===== config.mk =====
export PLATFORM = sky130hd
export DESIGN_NAME = adder_sched
export DESIGN_NICKNAME = d
export VERILOG_FILES = /design/src/rtl/adder_sched_pkg.sv /design/src/rtl/adder_sched_add_core.sv /design/src/rtl/adder_sched.sv
export SDC_FILE = /design/constraint.sdc
export NUM_CORES = 1
export LEC_CHECK = 0
export BUFFER_PORTS_ARGS = -buffer_cell sky130_fd_sc_hd__buf_2
export CAP_MARGIN = 20
export CORE_MARGIN = 1
export CORE_UTILIZATION = 53
export CTS_CLUSTER_SIZE = 25
export DETAILED_ROUTE_END_ITERATION = 6
export GPL_ROUTABILITY_DRIVEN = 0
export PLACE_DENSITY = 0.95
export SLEW_MARGIN = 20
export SYNTH_ARGS = -nofsm -noshare
export SYNTH_HDL_FRONTEND = slang
export SYNTH_HIERARCHICAL = 1
export SYNTH_SLANG_ARGS = --single-unit

===== constraint.sdc =====
create_clock -name clk -period 13 [get_ports clk]
set_clock_uncertainty 0.05 [all_clocks]
set_input_delay 2.6 -clock clk [delete_from_list [all_inputs] [get_ports clk]]
set_output_delay 2.6 -clock clk [all_outputs]
set_load 0.1 [all_outputs]

===== src/rtl/adder_sched_pkg.sv =====
// Shared types, default constants and the round-robin pick helper for adder_sched.
// The optional carry-out output is controlled by the ADDER_SCHED_CARRY_EN macro.
package adder_sched_pkg;

  typedef enum logic {
    EMPTY = 1'b0,
    FULL  = 1'b1
  } sched_state_e;

  localparam int NREQ_DEF = 4;
  localparam int W_DEF    = 8;
  localparam int RR_MAX   = 16;

  // Returns a one-hot grant for the first valid index found scanning upward
  // from ptr+1, wrapping modulo n. Vectors are sized for the largest n.
  function automatic logic [RR_MAX-1:0] rr_pick(
    input logic [RR_MAX-1:0] valid,
    input logic [3:0]        ptr,
    input int                n
  );
    logic [RR_MAX-1:0] grant;
    logic              found;
    int                idx;
    grant = '0;
    found = 1'b0;
    for (int k = 1; k <= RR_MAX; k++) begin
      if (k <= n) begin
        idx = (int'(ptr) + k) % n;
        if (!found && valid[idx]) begin
          grant[idx] = 1'b1;
          found      = 1'b1;
        end
      end
    end
    return grant;
  endfunction

endpackage


===== src/rtl/adder_sched_add_core.sv =====
// The single shared adder: purely combinational, carry kept as the top sum bit.
module add_core #(
  parameter int W = 8
) (
  input  logic [W-1:0] a,
  input  logic [W-1:0] b,
  output logic [W:0]   sum
);

  assign sum = {1'b0, a} + {1'b0, b};

endmodule


===== src/rtl/adder_sched.sv =====
// Round-robin scheduler sharing one adder among NREQ requesters with a one-deep result register.
// Defining ADDER_SCHED_CARRY_EN adds the resp_cout output.
module adder_sched
  import adder_sched_pkg::*;
#(
  parameter int NREQ = NREQ_DEF,
  parameter int W    = W_DEF,
  parameter int IDW  = $clog2(NREQ)
) (
  input  logic              clk,
  input  logic              rst_n,
  input  logic [NREQ-1:0]   req_valid,
  input  logic [NREQ*W-1:0] req_a,
  input  logic [NREQ*W-1:0] req_b,
  output logic [NREQ-1:0]   req_ready,
  output logic              resp_valid,
  input  logic              resp_ready,
  output logic [IDW-1:0]    resp_id,
  output logic [W-1:0]      resp_sum,
`ifdef ADDER_SCHED_CARRY_EN
  output logic              resp_cout,
`endif
  output logic [15:0]       ops_done
);

  sched_state_e     r_state;
  sched_state_e     w_state_next;
  logic [IDW-1:0]   r_ptr;
  logic [IDW-1:0]   r_id;
  logic [W-1:0]     r_sum;
  logic [15:0]      r_ops;

  logic             w_drain;
  logic             w_grant_ok;
  logic             w_grant;
  logic [NREQ-1:0]  w_pick;
  logic [IDW-1:0]   w_gnt_id;
  logic [W-1:0]     w_a;
  logic [W-1:0]     w_b;
  logic [W:0]       w_sum;

  assign w_drain    = (r_state == FULL) && resp_ready;
  assign w_grant_ok = rst_n && ((r_state == EMPTY) || w_drain);
  assign w_pick     = NREQ'(rr_pick(RR_MAX'(req_valid), 4'(r_ptr), NREQ));
  assign req_ready  = w_grant_ok ? w_pick : '0;
  assign w_grant    = |req_ready;

  // req_ready is one-hot, so at most one slice passes through the mux.
  always_comb begin
    w_gnt_id = '0;
    w_a      = '0;
    w_b      = '0;
    for (int i = 0; i < NREQ; i++) begin
      if (req_ready[i]) begin
        w_gnt_id = IDW'(i);
        w_a      = req_a[i*W +: W];
        w_b      = req_b[i*W +: W];
      end
    end
  end

  add_core #(.W(W)) u_add_core (
    .a   (w_a),
    .b   (w_b),
    .sum (w_sum)
  );

  always_comb begin
    w_state_next = r_state;
    if (w_grant) begin
      w_state_next = FULL;
    end else if (w_drain) begin
      w_state_next = EMPTY;
    end
  end

  always_ff @(posedge clk) begin
    if (!rst_n) begin
      r_state <= EMPTY;
      r_ptr   <= IDW'(NREQ - 1);
      r_id    <= '0;
      r_sum   <= '0;
      r_ops   <= '0;
    end else begin
      r_state <= w_state_next;
      if (w_grant) begin
        r_ptr <= w_gnt_id;
        r_id  <= w_gnt_id;
        r_sum <= w_sum[W-1:0];
      end
      if (w_drain) begin
        r_ops <= r_ops + 16'd1;
      end
    end
  end

`ifdef ADDER_SCHED_CARRY_EN
  logic r_cout;

  always_ff @(posedge clk) begin
    if (!rst_n) begin
      r_cout <= 1'b0;
    end else if (w_grant) begin
      r_cout <= w_sum[W];
    end
  end

  assign resp_cout = r_cout;
`else
  logic w_carry_unused;
  assign w_carry_unused = w_sum[W];
`endif

  assign resp_valid = (r_state == FULL);
  assign resp_id    = r_id;
  assign resp_sum   = r_sum;
  assign ops_done   = r_ops;

endmodule

==> results of run 1 <==
-- path summary, 6_finish.rpt --
check / startpoint / end / slack, ns
max: req_valid[1] / req_ready[1] / 5.14
min: ops_done[15] / ops_done[15] / 0.43
max reg2reg: r_ptr[0] / resp_sum[7] / 7.59
min reg2reg: ops_done[15] / ops_done[15] / 0.43
-- critical path: stages --
cell,delay [ns]
buf_2,0.13
mux4_2,0.56
a2111oi_0,0.81
o21a_1,0.72
nor2_1,0.07
buf_2,0.32
-- state kept, by name, indices dropped and copies added, names as in the netlist --
name,count
ops_done,16
resp_sum,8
r_ptr,2
resp_id,2
resp_valid,1
-- layer usage --
metal  routed length (um)  vias to the layer above
met2                 3450                      116
met1                 2840                     1240
li1                     -                     1313
met3                  428                       22
met4                  178                        0
met5                    0                        -
-- power breakdown --
group	switching [W]	total [W]	leakage (nW)	internal [W]
logic	0.000427	0.000628	1.28	0.000200
clock network	0.0000328	0.0000951	0.0585	0.0000624
registers	0.0000168	0.000123	0.236	0.000106
-- per-stage QoR --
| step | cell area (um^2) | utilization [%] |
|---|---|---|
| after global placement | 3020 | 67.1 |
| after global routing | 3140 | 69.7 |
| final | 3140 | 69.7 |
| after CTS | 3140 | 69.7 |
| after floorplan | 2550 | - |
| after detailed placement | 3020 | 67.1 |
-- layout make-up --
class / count / area share (%)
flip-flops and latches: 29 / 18.5
multi-input cells: 228 / 55.8
inverters: 27 / 3.31
well taps: 52 / 2.07
repair buffers: 103 / 16.6
clock buffers: 7 / 2.75
clock inverters: 1 / 0.957
==> metrics.txt, run 1 <==
setup ws final=5.14 ns; M2 GR Usage=45.2%; most frequent cells in the layout=buf_2 (101), nand2_1 (36), dfxtp_1 (29); core area=0.00450 mm^2; initial antenna violation count=0; Final nets=483; Worst EP arrival=5.21 ns; Tmin final=7.86 ns; DP Wirelength=5.10 mm; Worst Setup Start Kind=input port; Setup CP Type=in2out; H-Tree Depth=2; Syn Inst Count=305; CP Capture Type=output port; DP Cell Count=439; Req. time, crit path=10.35 ns; headroom to the max-slew limit=36.4%; dpl ws=5.17 ns; die area=0.00510 mm^2; DR vias=2691; initial DRC count=113; Worst-Skew Late Latency=0.28 ns; Peak supply drop=171 uV; io pins=102; drt via density=6.02; crit-path max FO=20; Slew Limit Fails=0; port bufs=101; synth warn=6; largest net degree at the start of global routing=21; failing checks=design-rule violations; setup bufs post-CTS=0; CTS tree=yes; vias in the first global route=2512; die width=71.4 um; clock root buffer=clkbuf_8; commonest non-fill, non-tap cell in the layout=buf_2; Final Non-Filler Cells=447; slew of the pin with the lowest slew margin=0.948 ns; Leak=1.57 nW; area grow syn2layout=23.0%; Fin Hold WS=0.431 ns; grt met3 use=5.20%; Die Y=71.4 um; syn_area_per_cell=8.36 um^2; pwr dens=270 mW/mm^2; status=finished, violations left; TritonRoute pass-1 iters=7; hold buffers post-CTS=0; fmax=0.127 GHz; FP Rows=24; ant diodes=0; Max clock buf depth=2; clk slew on worst S/H paths=0.06 ns; Fin. Hold Viols=0; register area=581 um^2; routed wire length=6.90 mm; all-layer global routing usage=27.1%; PostCTS Resize Cnt=0; Mapped Area=0.00255 mm^2; final setup TNS=0 ns; GRT overflow=0; Clock Sink Count=29; worst min path class=reg2reg; busiest grt layer=met2; layout cell share with drive strength beyond 1=33.9%; Initial Util=56.6%; synthesized net count=394; Final setup viols=0; # fillers=341; max-cap violations=0; multi-input logic area=0.00175 mm^2; first-pass GRT wire length=11.1 mm; met1 GRT Util=33.6%; DRC viols=5; total CTS buffers=5; DR WL/cell=15.4 um; post-route ant nets=0; Min-Delay Path Depth=2; crit share post-route=60.4%; Design Power=0.000846 W; Reg2Reg Depth=15; RSZ-0062 raised after global routing=no
(Power assumes the default switching activity.)
==> run 2, diff against run 1 <==
- CORE_UTILIZATION: 53 -> 49
- PLACE_DENSITY: 0.95 -> 0.9
- clock period: 13 -> 8.05 ns (I/O delays scaled with it)
==> run 2 against run 1 <==
The flow now finishes without violations. Setup slack got worse by 2.8 ns. Design area increased by 0.12%. Global-route usage decreased by 2.3 points. Sequential share of layout area about the same. Total power increased by 58%. First-iteration DRC count decreased by 15%. Combinational power increased by 59%. Flip-flop and latch count unchanged. Via count decreased by 1.6%. Critical path type unchanged.
==> metrics.txt, run 2 (synthesized netlist as in run 1, its figures left out) <==
io pins=102 (unchanged); pwr dens=424 mW/mm^2 (+57%); power share of the combinational group=75.3% (+1.1 points); Worst EP arrival=4.07 ns (-1.14 ns); H-Tree Depth=2 (unchanged); Leak=1.57 nW (-0.27%); Reg2Reg Depth=17 (+2); die area=0.00550 mm^2 (+7.9%); Setup CP Type=in2out; max reg flops=16 (unchanged); all-layer global routing usage=24.8% (-2.3 points); clk slew on worst S/H paths=0.06 ns (about the same); final setup TNS=0 ns (unchanged); initial antenna violation count=0 (unchanged); Fin. Hold Viols=0 (unchanged); met1 GRT Util=30.0% (-3.6 points); multi-input logic area=0.00175 mm^2 (unchanged); max-cap violations=0 (unchanged); Worst Setup Start Kind=input port; PostCTS Resize Cnt=0 (unchanged); DRC viols=0 (-5); DR vias=2649 (-1.6%); part of the power in registers=14.9% (+0.3 points); hold buffers post-CTS=0 (unchanged); ant diodes=0 (unchanged); Die Y=74.2 um (+3.9%); first-pass GRT wire length=10.6 mm (-4.3%); Slew Limit Fails=0 (unchanged); layout cell share with drive strength beyond 1=34.2% (+0.25 points); DP Wirelength=5.09 mm (-0.31%); slew of the pin with the lowest slew margin=0.915 ns (-0.0334 ns); P_int=0.000574 W (+56%); port bufs=101 (unchanged); Clock Power Share=9.7% (-1.5 points); Sw Ratio=57.0% (+0.58 points); switching pwr=0.000760 W (+59%); clock root buffer=clkbuf_8; TritonRoute pass-1 iters=4 (-3); Initial Util=52.3% (-4.4 points); headroom to the max-slew limit=38.9% (+2.5 points); core area=0.00488 mm^2 (+8.3%); grt met3 use=4.74% (-0.46 points); drt via density=5.73 (-4.8%); fmax=0.175 GHz; setup bufs post-CTS=0 (unchanged); M2 GR Usage=43.7% (-1.4 points); status=finished, final reports clean; busiest grt layer=met2; crit share post-route=71.1%; vias in the first global route=2490 (-0.88%); worst min path class=reg2reg; # fillers=426 (+25%); crit-path max FO=18 (-10%); CP Capture Type=output port; Tmin final=5.73 ns; FP Rows=25 (+4.2%); Max clock buf depth=2 (unchanged); Design Power=0.00133 W (+58%); Worst-Skew Late Latency=0.27 ns (about the same); RSZ-0062 raised after global routing=no; Min-Delay Path Depth=2 (unchanged); DR WL/cell=14.3 um (-7.5%); routed wire length=6.59 mm (-4.4%); most frequent cells in the layout=buf_2 (101), nand2_1 (36), dfxtp_1 (29); register area=581 um^2 (unchanged); initial DRC count=96 (-15%); Req. time, crit path=6.39 ns (-3.96 ns); total CTS buffers=5 (unchanged); Clock Sink Count=29 (unchanged); Final setup viols=0 (unchanged); CTS tree=yes; GRT overflow=0 (unchanged); commonest non-fill, non-tap cell in the layout=buf_2; die width=74.2 um (+3.9%); largest net degree at the start of global routing=21 (unchanged); Peak supply drop=338 uV (+97%); Final nets=483 (unchanged); area grow syn2layout=23.1%; post-route ant nets=0 (unchanged)
run 2: cell types whose count changed in the layout (fill, tap and decap cells not counted), sizes merged:
cell and delta:
bufinv -1, clkinv +1
run 2: cell type report:
class / count / area share (%)
timing repair buffer: 103 / 16.6
multi-input combinational: 228 / 55.8
clock inverter: 1 / 0.159
sequential: 29 / 18.5
tap: 67 / 2.67
clock buffer: 7 / 3.07
inverter: 27 / 3.31
run 2: metal layers:
| layer | part of all wire (%) | up-vias |
|---|---|---|
| met5 | 0 | - |
| met4 | 2.1 | 0 |
| li1 | - | 1311 |
| met2 | 49 | 80 |
| met3 | 3.8 | 17 |
| met1 | 45 | 1241 |
run 2: per-stage QoR:
step	util, %	std cells	worst slack, ns	hold WS, ns	cell area, um^2
after floorplan	-	305	2.24	0.662	2550
after global placement	62.3	454	2.42	0.412	3040
after detailed placement	62.3	454	2.32	0.420	3040
after CTS	64.4	462	2.34	0.428	3140
after global routing	64.4	462	2.12	0.475	3140
final	64.4	462	2.32	0.434	3140
run 2: worst paths after layout:
check | end | slack (ns) | from
min reg2reg | resp_id[1] | 0.43 | resp_id[1]
min | resp_id[1] | 0.43 | resp_id[1]
max reg2reg | resp_sum[6] | 2.90 | r_ptr[0]
max | req_ready[3] | 2.32 | req_valid[2]
run 2: worst max-delay path: stages:
cell and delay, ns:
buf_2 0.13, mux4_2 0.59, nor2b_1 0.19, a211oi_2 0.76, nand2_4 0.13, inv_4 0.19
buf_2 0.46
run 2: power by group through the flow:
stage	registers [W]	clock network (W)	logic, W
2_1_floorplan	0.000337	0	0.000699
3_3_place_gp	0.000199	0	0.000970
3_5_place_dp	0.000201	0	0.000990
4_1_cts	0.000198	0.000132	0.000995
5_1_grt	0.000203	0.000138	0.00109
6_report	0.000199	0.000130	0.00100
==> run 3, diff against run 2 <==
- CORE_UTILIZATION: 49 -> 45
- PLACE_DENSITY: 0.9 -> 0.87
- clock period: 8.05 -> 4.9 ns (I/O delays scaled with it)
==> run 3 against run 2 <==
Sequential power up 53%. Combinational power grew 74%. Wire length up 7.8%. Design area is 1.6% higher. Register-to-register slack worse by 2.4 ns. Clock power rose by 65%. Hold slack got worse by 0.0084 ns. Via count is 3.6% higher. Cell count grew 2.4%. Die area grew 8.6%. Critical endpoint is now resp_sum[7].
==> metrics.txt, run 3 (synthesized netlist as in run 1, its figures left out) <==
hold-critical path endpoint=resp_id[1]; Initial Util=46.6% (-5.7 points); Final Core Density=58.3% (-6.0 points); DP Cell Count=465 (+2.4%); io pins=102 (unchanged); slew of the pin with the lowest slew margin=0.956 ns (+0.0411 ns); pwr dens=707 mW/mm^2 (+67%); Die Y=77.3 um (+4.2%); all-layer global routing usage=24.9% (+0.071 points); Worst-Skew Late Latency=0.28 ns (about the same); DP Wirelength=5.49 mm (+7.9%); drt via density=5.80 (+1.2%); CP Capture Type=flop; setup ws final=0.466 ns (-1.86 ns); Final Non-Filler Cells=473 (+2.4%); TritonRoute pass-1 iters=5 (+1); clock root buffer=clkbuf_8; first-pass GRT wire length=12.1 mm (+13%); largest net degree at the start of global routing=20 (-4.8%); Final nets=489 (+1.2%); Worst EP arrival=4.61 ns (+0.54 ns); reg-to-reg slack, setup=0.47 ns (-2.43 ns); Leak=1.59 nW (+1.8%); Clock Sink Count=29 (unchanged); hold buffers post-CTS=0 (unchanged); Worst Setup Start Kind=flop; die width=77.3 um (+4.2%); ant diodes=0 (unchanged); crit share post-route=90.5%; port bufs=101 (unchanged); total CTS buffers=5 (unchanged); die area=0.00597 mm^2 (+8.6%); clk slew on worst S/H paths=0.06 ns (about the same); worst min path class=reg2reg; status=finished, final reports clean; area grow syn2layout=25.2%; headroom to the max-slew limit=36.0% (-2.9 points); fmax=0.226 GHz; Max clock buf depth=2 (unchanged); layout cell share with drive strength beyond 1=35.2% (+0.98 points); max reg flops=16 (unchanged); commonest non-fill, non-tap cell in the layout=buf_2; dpl ws=0.222 ns (-2.09 ns); Tmin final=4.43 ns; routed wire length=7.11 mm (+7.8%); CTS tree=yes; PostCTS Resize Cnt=0 (unchanged); FP Rows=27 (+8.0%); Slew Limit Fails=0 (unchanged); DR vias=2744 (+3.6%); Peak supply drop=509 uV (+51%); core area=0.00547 mm^2 (+12%); crit-path max FO=15 (-3); Final setup viols=0 (unchanged); final setup TNS=0 ns (unchanged); Fin Hold WS=0.425 ns (-0.00837 ns); Fin. Hold Viols=0 (unchanged); Min-Delay Path Depth=2 (unchanged); DRC viols=0 (unchanged); post-route ant nets=0 (unchanged); setup bufs post-CTS=0 (unchanged); Reg2Reg Depth=15 (-2); Worst R2R Start=r_ptr[0]; initial antenna violation count=0 (unchanged); H-Tree Depth=2 (unchanged); Req. time, crit path=5.07 ns (-1.32 ns); DR WL/cell=15.0 um (+5.3%); initial DRC count=193 (+100%); most frequent cells in the layout=buf_2 (101), nand2_1 (36), dfxtp_1 (29); RSZ-0062 raised after global routing=no; vias in the first global route=2699 (+8.4%); reg2reg end=resp_sum[7]; max-cap violations=0 (unchanged); worst hold start=resp_id[1]; Setup CP Type=reg2reg; GRT overflow=0 (unchanged)
run 3: changes by cell type in the layout (fill, tap and decap cells not counted), sizes merged:
| cell | change |
|---|---|
| buf | +6 |
run 3: where the power goes:
part | total, W | leakage [nW] | switching, W | internal (W)
Combinational | 0.00174 | 1.30 | 0.00117 | 0.000569
Sequential | 0.000305 | 0.236 | 0.0000231 | 0.000282
Clock | 0.000215 | 0.0542 | 0.0000880 | 0.000127
run 3: final cells by class:
cell class,count,area (um^2)
repair buffers,109,566
multi-input cells,228,1750
fillers,496,2280
clock buffers,7,96.3
clock inverters,1,5.00
well taps,72,90.1
flip-flops and latches,29,581
inverters,27,104
run 3: through the flow:
step                      area, um^2  power (W)
after detailed placement        3090    0.00202
final                           3190    0.00226
after CTS                       3190    0.00224
after floorplan                 2550    0.00170
after global routing            3190    0.00241
after global placement          3090    0.00196
run 3: worst max-delay path, stage by stage, from the launching register on:
cell and delay (ns):
dfxtp_1 0.33, inv_1 0.09, ha_1 0.39, mux4_2 0.65, a211oi_2 0.27, a211oi_2 0.17, nor3b_2 0.80, a32oi_1 0.15
o211ai_2 0.11, ha_1 0.31, a21o_1 0.22, a2111oi_0 0.42, mux2i_1 0.13, nand2_1 0.08, o311ai_0 0.11, nand2_1 0.08
run 3: how the worst max path moves through the flow:
stage                       from           end  depth (start not counted)
global placement    req_valid[2]   resp_sum[6]                         16
CTS                     r_ptr[0]   resp_sum[7]                         15
detailed placement  req_valid[2]   resp_sum[7]                         14
global route            r_ptr[0]   resp_sum[7]                         15
floorplan               r_ptr[1]  req_ready[1]                         10
finish                  r_ptr[0]   resp_sum[7]                         15
run 3: metal layers:
layer	vias up	GRT usage, %	wire length (um)
li1	1331	-	-
met1	1278	31.7	3090
met2	102	38.6	3340
met3	33	4.88	346
met4	0	14.9	328
met5	-	0	0
